$ cat src/rtl/xsleena_vram_slot_arbiter.sv
// Time-slot arbiter for the shared single-port video RAM.
// Each 12 MHz tick starts a slot. The slot is owned by video (reserved phases),
// by one of the two CPUs (round-robin on ties), or by nobody.
// The access granted at one tick completes at the next tick. At that second
// tick the read data is captured and the ack or valid pulse is raised, and the
// next slot is decided on the same edge.
//
// CPU handshake, valid/ready style:
//   cpuN_req is the "valid" signal. cpuN_we, cpuN_addr and cpuN_din must stay
//   stable from the assertion of req until cpuN_ack. cpuN_ack is a one-clk
//   "done" pulse that arrives one slot after the grant. The requester must drop
//   req before the next tick after the ack, because a req seen high at a later
//   eligible tick starts a new access. A req dropped before the grant is
//   withdrawn: no access is made and no ack is sent. A req dropped after the
//   grant still completes and still acks.
module xsleena_vram_slot_arbiter #(
  parameter int          AW          = 12,
  parameter int          DW          = 8,
  parameter logic [3:0]  VIDEO_SLOTS = 4'b0101
) (
  input  logic          clk,
  input  logic          RSTn,
  input  logic          clk_12_cen,
  input  logic [1:0]    hphase,
  // video fetch side
  input  logic [AW-1:0] vid_addr,
  output logic [DW-1:0] vid_data,
  output logic          vid_valid,
  // main CPU
  input  logic          cpu0_req,
  input  logic          cpu0_we,
  input  logic [AW-1:0] cpu0_addr,
  input  logic [DW-1:0] cpu0_din,
  output logic [DW-1:0] cpu0_dout,
  output logic          cpu0_ack,
  // sub CPU
  input  logic          cpu1_req,
  input  logic          cpu1_we,
  input  logic [AW-1:0] cpu1_addr,
  input  logic [DW-1:0] cpu1_din,
  output logic [DW-1:0] cpu1_dout,
  output logic          cpu1_ack,
  // RAM macro
  output logic [AW-1:0] ram_addr,
  output logic          ram_we,
  output logic [DW-1:0] ram_wdata,
  input  logic [DW-1:0] ram_rdata,
  // debug: current slot owner (0 idle, 1 video, 2 cpu0, 3 cpu1)
  output logic [1:0]    owner
);

  typedef enum logic [1:0] {
    S_IDLE = 2'd0,
    S_VID  = 2'd1,
    S_CPU0 = 2'd2,
    S_CPU1 = 2'd3
  } owner_t;

  owner_t          r_owner;
  owner_t          w_owner_nxt;
  logic            r_last_grant;   // 0: cpu0 granted last, 1: cpu1 granted last
  logic [AW-1:0]   r_ram_addr;
  logic            r_ram_we;
  logic [DW-1:0]   r_ram_wdata;
  logic [DW-1:0]   r_vid_data;
  logic            r_vid_valid;
  logic [DW-1:0]   r_cpu0_dout;
  logic            r_cpu0_ack;
  logic [DW-1:0]   r_cpu1_dout;
  logic            r_cpu1_ack;

  logic            w_vid_slot;
  logic            w_done0;
  logic            w_done1;
  logic            w_elig0;
  logic            w_elig1;

  // A CPU that owned the slot now ending is acked on this tick. It must not be
  // granted again on the same edge, because its req is still legally high.
  assign w_vid_slot = VIDEO_SLOTS[hphase];
  assign w_done0    = (r_owner == S_CPU0);
  assign w_done1    = (r_owner == S_CPU1);
  assign w_elig0    = cpu0_req & ~w_done0;
  assign w_elig1    = cpu1_req & ~w_done1;

  // Owner state register: it advances only on slot ticks.
  always_ff @(posedge clk or negedge RSTn) begin
    if (!RSTn) begin
      r_owner <= S_IDLE;
    end else if (clk_12_cen) begin
      r_owner <= w_owner_nxt;
    end
  end

  // Next owner: a video phase always wins, then eligible CPUs round-robin.
  always_comb begin
    w_owner_nxt = S_IDLE;
    if (w_vid_slot) begin
      w_owner_nxt = S_VID;
    end else if (w_elig0 && w_elig1) begin
      w_owner_nxt = r_last_grant ? S_CPU0 : S_CPU1;
    end else if (w_elig0) begin
      w_owner_nxt = S_CPU0;
    end else if (w_elig1) begin
      w_owner_nxt = S_CPU1;
    end
  end

  // Round-robin memory: remembers which CPU got the most recent grant.
  always_ff @(posedge clk or negedge RSTn) begin
    if (!RSTn) begin
      r_last_grant <= 1'b1;
    end else if (clk_12_cen) begin
      if (w_owner_nxt == S_CPU0) begin
        r_last_grant <= 1'b0;
      end else if (w_owner_nxt == S_CPU1) begin
        r_last_grant <= 1'b1;
      end
    end
  end

  // RAM port registers: they are loaded for the slot that starts at this tick.
  always_ff @(posedge clk or negedge RSTn) begin
    if (!RSTn) begin
      r_ram_addr  <= '0;
      r_ram_we    <= 1'b0;
      r_ram_wdata <= '0;
    end else if (clk_12_cen) begin
      case (w_owner_nxt)
        S_VID: begin
          r_ram_addr <= vid_addr;
          r_ram_we   <= 1'b0;
        end
        S_CPU0: begin
          r_ram_addr  <= cpu0_addr;
          r_ram_wdata <= cpu0_din;
          r_ram_we    <= cpu0_we;
        end
        S_CPU1: begin
          r_ram_addr  <= cpu1_addr;
          r_ram_wdata <= cpu1_din;
          r_ram_we    <= cpu1_we;
        end
        default: begin
          r_ram_we <= 1'b0;
        end
      endcase
    end
  end

  // Completion of the slot that ends at this tick: capture read data and pulse.
  always_ff @(posedge clk or negedge RSTn) begin
    if (!RSTn) begin
      r_vid_data  <= '0;
      r_vid_valid <= 1'b0;
      r_cpu0_dout <= '0;
      r_cpu0_ack  <= 1'b0;
      r_cpu1_dout <= '0;
      r_cpu1_ack  <= 1'b0;
    end else begin
      r_vid_valid <= 1'b0;
      r_cpu0_ack  <= 1'b0;
      r_cpu1_ack  <= 1'b0;
      if (clk_12_cen) begin
        case (r_owner)
          S_VID: begin
            r_vid_data  <= ram_rdata;
            r_vid_valid <= 1'b1;
          end
          S_CPU0: begin
            if (!r_ram_we) begin
              r_cpu0_dout <= ram_rdata;
            end
            r_cpu0_ack <= 1'b1;
          end
          S_CPU1: begin
            if (!r_ram_we) begin
              r_cpu1_dout <= ram_rdata;
            end
            r_cpu1_ack <= 1'b1;
          end
          default: begin
          end
        endcase
      end
    end
  end

  assign ram_addr  = r_ram_addr;
  assign ram_we    = r_ram_we;
  assign ram_wdata = r_ram_wdata;
  assign vid_data  = r_vid_data;
  assign vid_valid = r_vid_valid;
  assign cpu0_dout = r_cpu0_dout;
  assign cpu0_ack  = r_cpu0_ack;
  assign cpu1_dout = r_cpu1_dout;
  assign cpu1_ack  = r_cpu1_ack;
  assign owner     = r_owner;

endmodule

$ cat config.mk
export PLATFORM = sky130hd
export DESIGN_NAME = xsleena_vram_slot_arbiter
export DESIGN_NICKNAME = d
export VERILOG_FILES = /design/src/rtl/xsleena_vram_slot_arbiter.sv
export SDC_FILE = /design/constraint.sdc
export NUM_CORES = 1
export LEC_CHECK = 0
export CELL_PAD_IN_SITES_DETAIL_PLACEMENT = 1
export CELL_PAD_IN_SITES_GLOBAL_PLACEMENT = 2
export CORE_MARGIN = 4
export CORE_UTILIZATION = 27
export DETAILED_ROUTE_END_ITERATION = 10
export PLACE_DENSITY = 0.84
export SETUP_SLACK_MARGIN = 0.15
export SYNTH_ARGS = -nofsm -noshare
export SYNTH_HDL_FRONTEND = slang
export SYNTH_SLANG_ARGS = --single-unit
$ cat constraint.sdc
create_clock -name clk -period 3.25 [get_ports clk]
set_input_delay 0.65 -clock clk [delete_from_list [all_inputs] [get_ports clk]]
set_output_delay 0.65 -clock clk [all_outputs]
set_load 0.05 [all_outputs]
# Yosys cells after proc, flatten, opt, wreduce, memory -nomap -nowiden
# Index checks and enable logic that the tools add are counted.
[totals] register_bits=51 word_cells=49
[op_classes] order_cmp=1 eq_ne=6 muxes=18 bitwise_logic=5 n_reduce_logical=8
[op_table] op="case mux 12 bit (3 select lines)" n=1
[op_table] op="case mux 8 bit (2 select lines)" n=1
[op_table] op="two-way mux 1 bit" n=10
[op_table] op="equality test 2 bit, second input constant" n=4
[op_table] op="two-way mux 2 bit" n=4
[op_table] op="AND reduction 2 bit" n=3
[op_table] op="AND reduction 3 bit" n=2
[op_table] op="equality test 2 x 1 -> 1 bit, second input constant" n=2
[op_table] op="< comparator 2 x 3 -> 1 bit, second input constant" n=1
[op_table] op="NOT 1 bit" n=3
[op_table] op="nonzero test 3 bit" n=1
[op_table] op="AND 1 bit" n=2
[op_table] op="binary-select mux 1 bit (select 2 bit)" n=1
[op_table] op="case mux 1 bit (2 select lines)" n=1
[op_table] op="nonzero test 2 bit" n=1
[op_table] op="logical AND 1 bit" n=1

# Longest topological paths before layout
# Gate-level depths: netlist of the first run.
[depth] ltp_word=10 ltp_mapped=6 ltp_nobuf=4

# Worst setup path before layout of the first run
# OpenSTA, ideal clock, no wires.
[synth_path] path_type="flip-flop to flip-flop" from="reg r_owner[1], in the netlist owner[1]" to="reg r_ram_addr[10], in the netlist ram_addr[10]" setup_ns=0.125 t_arrival_ns=1.907 required_time_ns=3.125 setup_slack_ns=1.218 stages_incl_launch_ff=7 path_buffers=2 synth_period_minus_slack_ns=2.032 cell_sequence="dfrtp_1 and2_1 buf_2 a31o_2 a31oi_4 buf_6 mux2_2"
[synth_between] elab_chain_cells=10
[synth_lines] element="from (decl)" line_no="59" source="owner_t r_owner;"
[synth_lines] element="from (signal assigned)" line_no="91" source="r_owner <= w_owner_nxt;"
[synth_lines] element="equality test 2 bit" line_no="82" source="assign w_done1 = (r_owner == S_CPU1);"
[synth_lines] element="NOT 1 bit" line_no="84" source="assign w_elig1 = cpu1_req & ~w_done1;"
[synth_lines] element="AND 1 bit" line_no="84"
[synth_lines] element="two-way mux 2 bit" line_no="104" source="end else if (w_elig1) begin"
[synth_lines] element="two-way mux 2 bit" line_no="102" source="end else if (w_elig0) begin"
[synth_lines] element="two-way mux 2 bit (*)" line_no="100" source="end else if (w_elig0 && w_elig1) begin"
[synth_lines] element="two-way mux 2 bit (*)" line_no="98" source="if (w_vid_slot) begin"
[synth_lines] element="equality test 2 bit / equality test 2 x 1 -> 1 bit (equally long branches)" line_no="129" source="case (w_owner_nxt)"
[synth_lines] element="nonzero test 3 bit (no source line)"
[synth_lines] element="AND reduction 2 bit (no source line)"
[synth_lines] element="to (signal assigned)" line_no="131" source="r_ram_addr <= vid_addr;"
[synth_lines] element="to (signal assigned)" line_no="135" source="r_ram_addr <= cpu0_addr;"
[synth_lines] element="to (signal assigned)" line_no="140" source="r_ram_addr <= cpu1_addr;"
[synth_lines] element="to (decl)" line_no="62" source="logic [AW-1:0] r_ram_addr;"
# Mark *: on every way between the ends. The rest lies on a longest branch, timed or not.
# A chain may end at the register's enable or synchronous reset.

# Worst setup path in the final report of the first run
[layout_path] from="in cpu0_req" to="reg r_ram_addr[8], in the netlist ram_addr[8]"
[layout_between] elab_chain_cells=7
[layout_lines] element="from (decl)" line_no="30" source="input logic cpu0_req,"
[layout_lines] element="AND 1 bit (*)" line_no="83" source="assign w_elig0 = cpu0_req & ~w_done0;"
[layout_lines] element="two-way mux 2 bit / logical AND 1 bit (equally long branches)" line_no="102, 100"
[layout_lines] element="two-way mux 2 bit (*)" line_no="100"
[layout_lines] element="two-way mux 2 bit (*)" line_no="98"
[layout_lines] element="equality test 2 bit / equality test 2 x 1 -> 1 bit (equally long branches)" line_no="129"
[layout_lines] element="nonzero test 3 bit (no source line)"
[layout_lines] element="AND reduction 2 bit (no source line)"
# Marked as above.

==> key figures, run 1 <==
Critical path
  – Worst Path Required: 3.44 ns
  – Worst R2R End: ram_wdata[7]
  – Worst endpoint data arrival time: 2.57 ns
  – Crit end category: flip-flop
  – Crit-path cells: clkdlybuf4s50_1 -> inv_2 -> a31o_2 -> a31oi_4 -> mux2_2
  – CP Class: in -> reg
  – Startpoint Class: primary input
  – Reg2reg setup slack: a little under 0.9 ns
  – Max incr delay on CP: ~0.56 ns
  – Worst reg2reg startpoint: owner[0]
  – Worst-path fanout max: 26
  – Slowest CP cell: clkdlybuf4s50_1
  – Worst-case reg-to-reg path depth: 4

Synthesis
  – Sequential share of the synthesized area: 48.34%
  – Syn_area_per_cell: 11.06 um^2
  – Synth cell types: 30
  – Mapped cell area: 2643 um^2
  – Gate Count Post-Synth: between 200 and 250
  – Synth warn: 0
  – Top cells by area, synth: dfrtp_1, mux2_2, nand4_1, nand2_1, o211ai_1
  – Area leader, netlist: dfrtp_1
  – Yosys top cell area share: between 40 and 50%
  – Syn_nets: 308
  – #FFs+latches synth: 51

Timing
  – RSZ-0062 raised after global routing: no
  – Final worst-path cycle share: between 70% and 80%
  – Hold Fails Final Rpt: 0
  – WHS: 0.4720 ns
  – Final TNS setup: 0 ns
  – Tightest Pin Transition: a little over 0.7 ns
  – Final setup viols: 0
  – Fmax achieved: 421.0 MHz
  – Final Critical Period: 2.375 ns
  – Final worst slack: between 0.8 and 0.9 ns
  – Relative max-transition margin: 52.86%
  – Max Slew Vio Count: 0
  – Clk_skew: 0.007226 ns

Clock network
  – TritonCTS clock tree: yes
  – Worst-Skew Late Latency: 0.30 ns
  – Post-CTS Hold Buffers: 0
  – H-Tree Depth: 2
  – CTS Buf Count: 5
  – Deepest clock path buffer count: 2
  – # Post-CTS Setup Buffers: 0
  – Clk slew on worst S/H paths: about 0.1 ns
  – Post_cts resized: 0
  – CTS root buffer: clkbuf_8
  – CTS sink count: 51

Power and ir drop
  – Final Power: 2.685 mW
  – Lkg Pwr: around 1.6 nW
  – Max VDD drop: roughly 0.4 mV
  – Power Density: approximately 670 nW/um^2

Route
  – First-pass DRT Iterations: 4
  – Post-route DRC: 0
  – Vias: roughly 2400
  – Routed Wire Length: 8.670 mm
  – Initial detailed-routing violation count: between 60 and 70
  – Post-DRT Antenna Nets: 0
  – Routed WL per cell: 18.06 um
  – Vias per std cell: 4.967

GRT
  – Global-route wire length before repair: 13.97 mm
  – Antenna violations before repair: 0
  – Total GRT Usage: 15.26%
  – Number of global-route vias before repair: 2674
  – Largest net degree at the start of global routing: 52
  – Congestion Overflow GR: 0

Die
  – Die height: 106.9 um
  – Total core area: 9371 um^2
  – Row cnt: 35
  – Die Wd: 106.9 um
  – Full die area: 11430 um^2
  – Initial Util: 28.20%
  – I/O pin count: 119

Layout
  – Share of the core filled with cells: 42.82%
  – Layout cells sized above 1: 18.52%
  – Nets: about 420
  – Antenna cells: 0
  – Area growth from synthesis to layout: 51.85%

Place
  – Port Buf Inserts: 117
  – Post-DP HPWL: approximately 6.4 mm
  – Gpl congestion: 0.7227
  – Pre-CTS setup slack: 0.5207 ns

Hold path
  – Worst hold-check path type: in -> async

Run status
  – Run status: complete, no violations

Job
  – Max-cap violations: 0
## layout by cell type, fill, tap and decap left out, types with 2 or more instances in the layout
master,instances
buf_4,5
clkbuf_8,5
nor2b_1,12
and3_1,2
nand2_1,26
inv_1,2
o211ai_1,12
and2_1,3
dfrtp_1,50
clkdlybuf4s50_1,116
nor2_1,2
nand3b_1,3
mux2_2,43
nand4_1,37
clkinvlp_4,2
mux2_1,2
a31oi_1,13
## kinds of logic (layout without fill, tap and decap cells)
group | Yosys count | count (layout) | share of synthesized area (%)
DFF | 51 | 51 | 48.34
and+or+nand+nor | 90 | 90 | 19.08
buffers and inverters | 22 | 134 | 3.882
muxes | 45 | 45 | 19.18
AOI/OAI and AO/OA | 31 | 31 | 9.518
## layout make-up
class                           count  area, um^2
Fill cell                        1052        5359
Inverter                            4       15.01
Sequential cell                    51        1277
Multi-Input combinational cell    166        1262
Timing Repair Buffer              122        1204
Clock buffer                        5       68.82
Tap cell                          129       161.4
Clock inverter                      3       23.77
## critical path: cells and delay by family
| family | cells | cell delay (ns) |
|---|---|---|
| buffers and inverters | 2 | 0.79 |
| AO/OA/AOI/OAI | 2 | 0.72 |
| multiplexers | 1 | 0.40 |
## stage by stage
step                      instance area (um^2)  std cells
after floorplan                           2643        239
after global placement                    3920        472
after detailed placement                  3920        472
after CTS                                 4013        480
after global routing                      4013        480
final                                     4013        480
## per-layer routing
metal | GRT usage (%) | share of wire, % | vias up | wire (um)
li1 | - | - | 1112 | -
met1 | 19.05 | 42 | 1197 | 3636
met2 | 25.81 | 50 | 69 | 4362
met3 | 4.636 | 7.3 | 6 | 630
met4 | 3.744 | 0.46 | 0 | 40
met5 | 0 | 0 | - | 0
## worst max path at each step
stage	start	endpoint	cells after the start
floorplan	owner[1]	ram_addr[10]	6
global route	owner[0]	ram_wdata[6]	4
CTS	owner[0]	ram_wdata[7]	4
global placement	cpu0_req	ram_addr[9]	5
detailed placement	cpu0_req	ram_addr[8]	5
finish	cpu0_req	ram_addr[8]	5
## cells in the mapped netlist
cell,number
a21boi_1,1
clkbuf_1,12
inv_2,1
nor2b_1,12
a31oi_4,1
and2_1,3
a31o_2,1
o211ai_1,12
inv_1,2
and3_1,2
buf_2,4
a31oi_1,13
nand2b_1,1
clkinv_1,1
mux2_1,2
dfrtp_1,50
nor3_2,1
nand2_1,26
mux2_2,43
a21o_1,1
a221oi_4,1
nand2_2,1
buf_6,2
and2b_1,1
o22a_1,1
nand3b_1,3
dfstp_2,1
nand4_1,37
or3b_2,1
nor2_1,2
## registers in the layout, indices dropped and copies added, names as in the netlist
register and cells:
cpu1_ack 1, ram_wdata 8, owner 2, ram_addr 12, cpu0_ack 1, vid_data 8
r_last_grant 1, vid_valid 1, ram_we 1, cpu0_dout 8, cpu1_dout 8
## power by group
| part | total, mW | switching [mW] | internal, mW |
|---|---|---|---|
| registers | 0.903 | 0.0951 | 0.808 |
| logic | 1.40 | 0.881 | 0.517 |
| clock network | 0.384 | 0.230 | 0.155 |
No activity file was read; power rests on OpenSTA's default activity.
==> inputs of run 2 (changes only) <==
- CORE_UTILIZATION: 27 -> 25
- PLACE_DENSITY: 0.84 -> 0.79
- clock period: 3.25 -> 2.5 ns (I/O delays scaled with it)
==> run 2 against run 1 <==
Net effect: hold slack worse by 0.27 ns; first-iteration DRC count rose by 12%; die area is 7.4% higher; core utilization shrank 2.5 points; sequential cell count did not move; via count rose by 1.9%; non-clock buffer count rose by 9; total power is 38% higher; count of clock-buffer cells in the layout stayed put; worst setup slack worse by 0.58 ns; critical endpoint is now owner[1].
==> key figures, run 2 (synthesized netlist as in run 1, its figures left out) <==
Critical path
  – Startpoint Class: flip-flop
  – Worst-case reg-to-reg path depth: 3 (-1)
  – Worst endpoint data arrival time: 1.70 ns (-0.87 ns)
  – Worst Path Required: 2.00 ns (-1.44 ns)
  – Crit-path cells: clkdlybuf4s50_1
  – Worst reg2reg startpoint: owner[1]
  – Reg2reg setup slack: 0.52 ns (-0.37 ns)
  – Cell family with most CP delay: buffers and inverters
  – Crit end category: output pin
  – Worst-path fanout max: 10 (-62%)
  – Worst R2R End: cpu1_dout[0]
  – Max incr delay on CP: 0.88 ns (+0.32 ns)
  – Slowest CP cell: clkdlybuf4s50_1
  – WP buf/inv: 1 (-1)
  – CP Class: reg -> out

Route
  – Routed Wire Length: 8.968 mm (+3.4%)
  – Vias per std cell: 4.899 (-1.4%)
  – First-pass DRT Iterations: 4 (unchanged)
  – Post-DRT Antenna Nets: 0 (unchanged)
  – Initial detailed-routing violation count: 75 (+12%)
  – Post-route DRC: 0 (unchanged)
  – Routed WL per cell: 18.08 um (+0.10%)
  – Vias: 2430 (+1.9%)

Timing
  – RSZ-0062 raised after global routing: no
  – Relative max-transition margin: 58.55% (+5.7 points)
  – WHS: 0.1994 ns (-0.2726 ns)
  – Final TNS setup: 0 ns (unchanged)
  – Max Slew Vio Count: 0 (unchanged)
  – Final Critical Period: 2.204 ns
  – Tightest Pin Transition: 0.6218 ns (-0.08521 ns)
  – Clk_skew: 0.006538 ns (-0.0006882 ns)
  – Hold Fails Final Rpt: 0 (unchanged)
  – Final worst-path cycle share: roughly nine tenths
  – Fmax achieved: about 450 MHz
  – Final setup viols: 0 (unchanged)

Die
  – Die height: 110.8 um (+3.6%)
  – Full die area: 12280 um^2 (+7.4%)
  – Die Wd: 110.8 um (+3.6%)
  – I/O pin count: 119 (unchanged)
  – Initial Util: 25.60% (-2.6 points)
  – Row cnt: 37 (+5.7%)
  – Total core area: 10320 um^2 (+10%)

Clock network
  – TritonCTS clock tree: yes
  – Worst-Skew Late Latency: 0.31 ns (about the same)
  – CTS Buf Count: 5 (unchanged)
  – Post-CTS Hold Buffers: 0 (unchanged)
  – CTS sink count: 51 (unchanged)
  – CTS root buffer: clkbuf_8
  – Deepest clock path buffer count: 2 (unchanged)
  – Clk slew on worst S/H paths: 0.10 ns (about the same)
  – H-Tree Depth: 2 (unchanged)

Layout
  – Antenna cells: 0 (unchanged)
  – Design Area, Final: 4159 um^2 (+3.6%)
  – Most common cell after layout, fill and taps aside: clkdlybuf4s50_1
  – Area growth from synthesis to layout: 57.39%
  – Highest-count cells in the layout ignoring fill and taps: clkdlybuf4s50_1, dfrtp_1, mux2_2, nand4_1, nand2_1
  – Max FFs per register: 12 (unchanged)
  – Nets: 428 (+2.1%)
  – Layout cells sized above 1: 20.83% (+2.3 points)
  – Seq. cell area: 1277 um^2 (unchanged)
  – Area of the multi-input gates: 1264 um^2 (about the same)
  – # fillers: 1162 (+10%)

Place
  – Post-DP Area: 4021 um^2 (+2.6%)
  – Post-DP HPWL: 6.659 mm (+3.7%)
  – Port Buf Inserts: 117 (unchanged)
  – Gpl congestion: 0.7455 (+3.2%)

GRT
  – Global-route wire length before repair: 14.87 mm (+6.4%)
  – Number of global-route vias before repair: 2778 (+3.9%)
  – Largest net degree at the start of global routing: 29 (-44%)
  – Congestion Overflow GR: 0 (unchanged)
  – Total GRT Usage: 14.82% (-0.44 points)
  – Antenna violations before repair: 0 (unchanged)

Power and ir drop
  – Sw Share: 42.13% (-2.8 points)
  – Final Power: 3.699 mW (+38%)
  – Clk network pwr share: 18.7% (+4.4 points)
  – Max VDD drop: 0.6272 mV (+58%)
  – Comb power frac: 49.5% (-2.6 points)
  – Sequential Power Share: 31.8% (-1.8 points)
  – Power Density: 889.4 nW/um^2 (+33%)
  – Internal Power: 2.141 mW (+45%)
  – Lkg Pwr: 1.651 nW (+4.8%)
  – Switching power: 1.558 mW (+29%)

Job
  – Max-cap violations: 0 (unchanged)

Run status
  – Run status: complete, no violations

Hold path
  – Worst hold-check path type: in -> async
run 2: changes by cell type in the layout (fill, tap and decap cells not counted):
cell        change
and2_2          +1
clkinvlp_4      -1
inv_6           -1
buf_4           +7
bufinv_16       +2
and2_1          -1
buf_12          +2
run 2: final cells by class:
type / count / area share (%)
timing repair buffer: 131 / 31.17
tap: 136 / 4.091
sequential: 51 / 30.72
clock inverter: 3 / 1.625
clock buffer: 5 / 1.655
multi-input combinational: 166 / 30.39
inverter: 4 / 0.3610
run 2: power groups by stage:
stage | combinational, mW | clock (mW) | sequential, mW
2_1_floorplan | 0.356 | 0 | 1.96
3_3_place_gp | 1.83 | 0 | 1.18
3_5_place_dp | 1.85 | 0 | 1.20
4_1_cts | 1.85 | 0.718 | 1.18
5_1_grt | 1.92 | 0.748 | 1.22
6_report | 1.83 | 0.691 | 1.18
run 2: repair_timing:
item / in CTS / in global routing
endpoints found under the hold margin: 0 / 0
endpoints found under the setup margin: 8 / 0
buffers inserted: 0 / 0
gates resized for setup: 1 / 0
run 2: how the worst max path moves through the flow:
stage / slack (ns) / depth (start not counted) / to / startpoint
3_5_place_dp: 0.15 / 3 / cpu1_dout[7] / owner[1]
4_1_cts: 0.26 / 1 / owner[1] / owner[1]
5_1_grt: 0.22 / 1 / owner[1] / owner[1]
6_report: 0.30 / 1 / owner[1] / owner[1]
3_3_place_gp: 0.20 / 5 / ram_addr[6] / cpu1_req
2_1_floorplan: 0.47 / 6 / ram_addr[10] / owner[1]
run 2: stage by stage:
stage / setup WS (ns) / cells / utilization, %
finish: 0.2962 / 496 / 40.29
global route: 0.2152 / 496 / 40.29
CTS: 0.2588 / 496 / 40.29
detailed placement: 0.1476 / 488 / 38.95
global placement: 0.2028 / 488 / 38.95
floorplan: 0.4682 / 239 / -
run 2: routing by layer:
metal | vias up | wire, um | GRT usage, % | part of all wire, %
met1 | 1215 | 3811 | 17.95 | 42
met2 | 76 | 4491 | 26.13 | 50
met3 | 6 | 603 | 4.367 | 6.7
met4 | 0 | 62 | 2.956 | 0.69
li1 | 1133 | - | - | -
met5 | - | 0 | 0 | 0
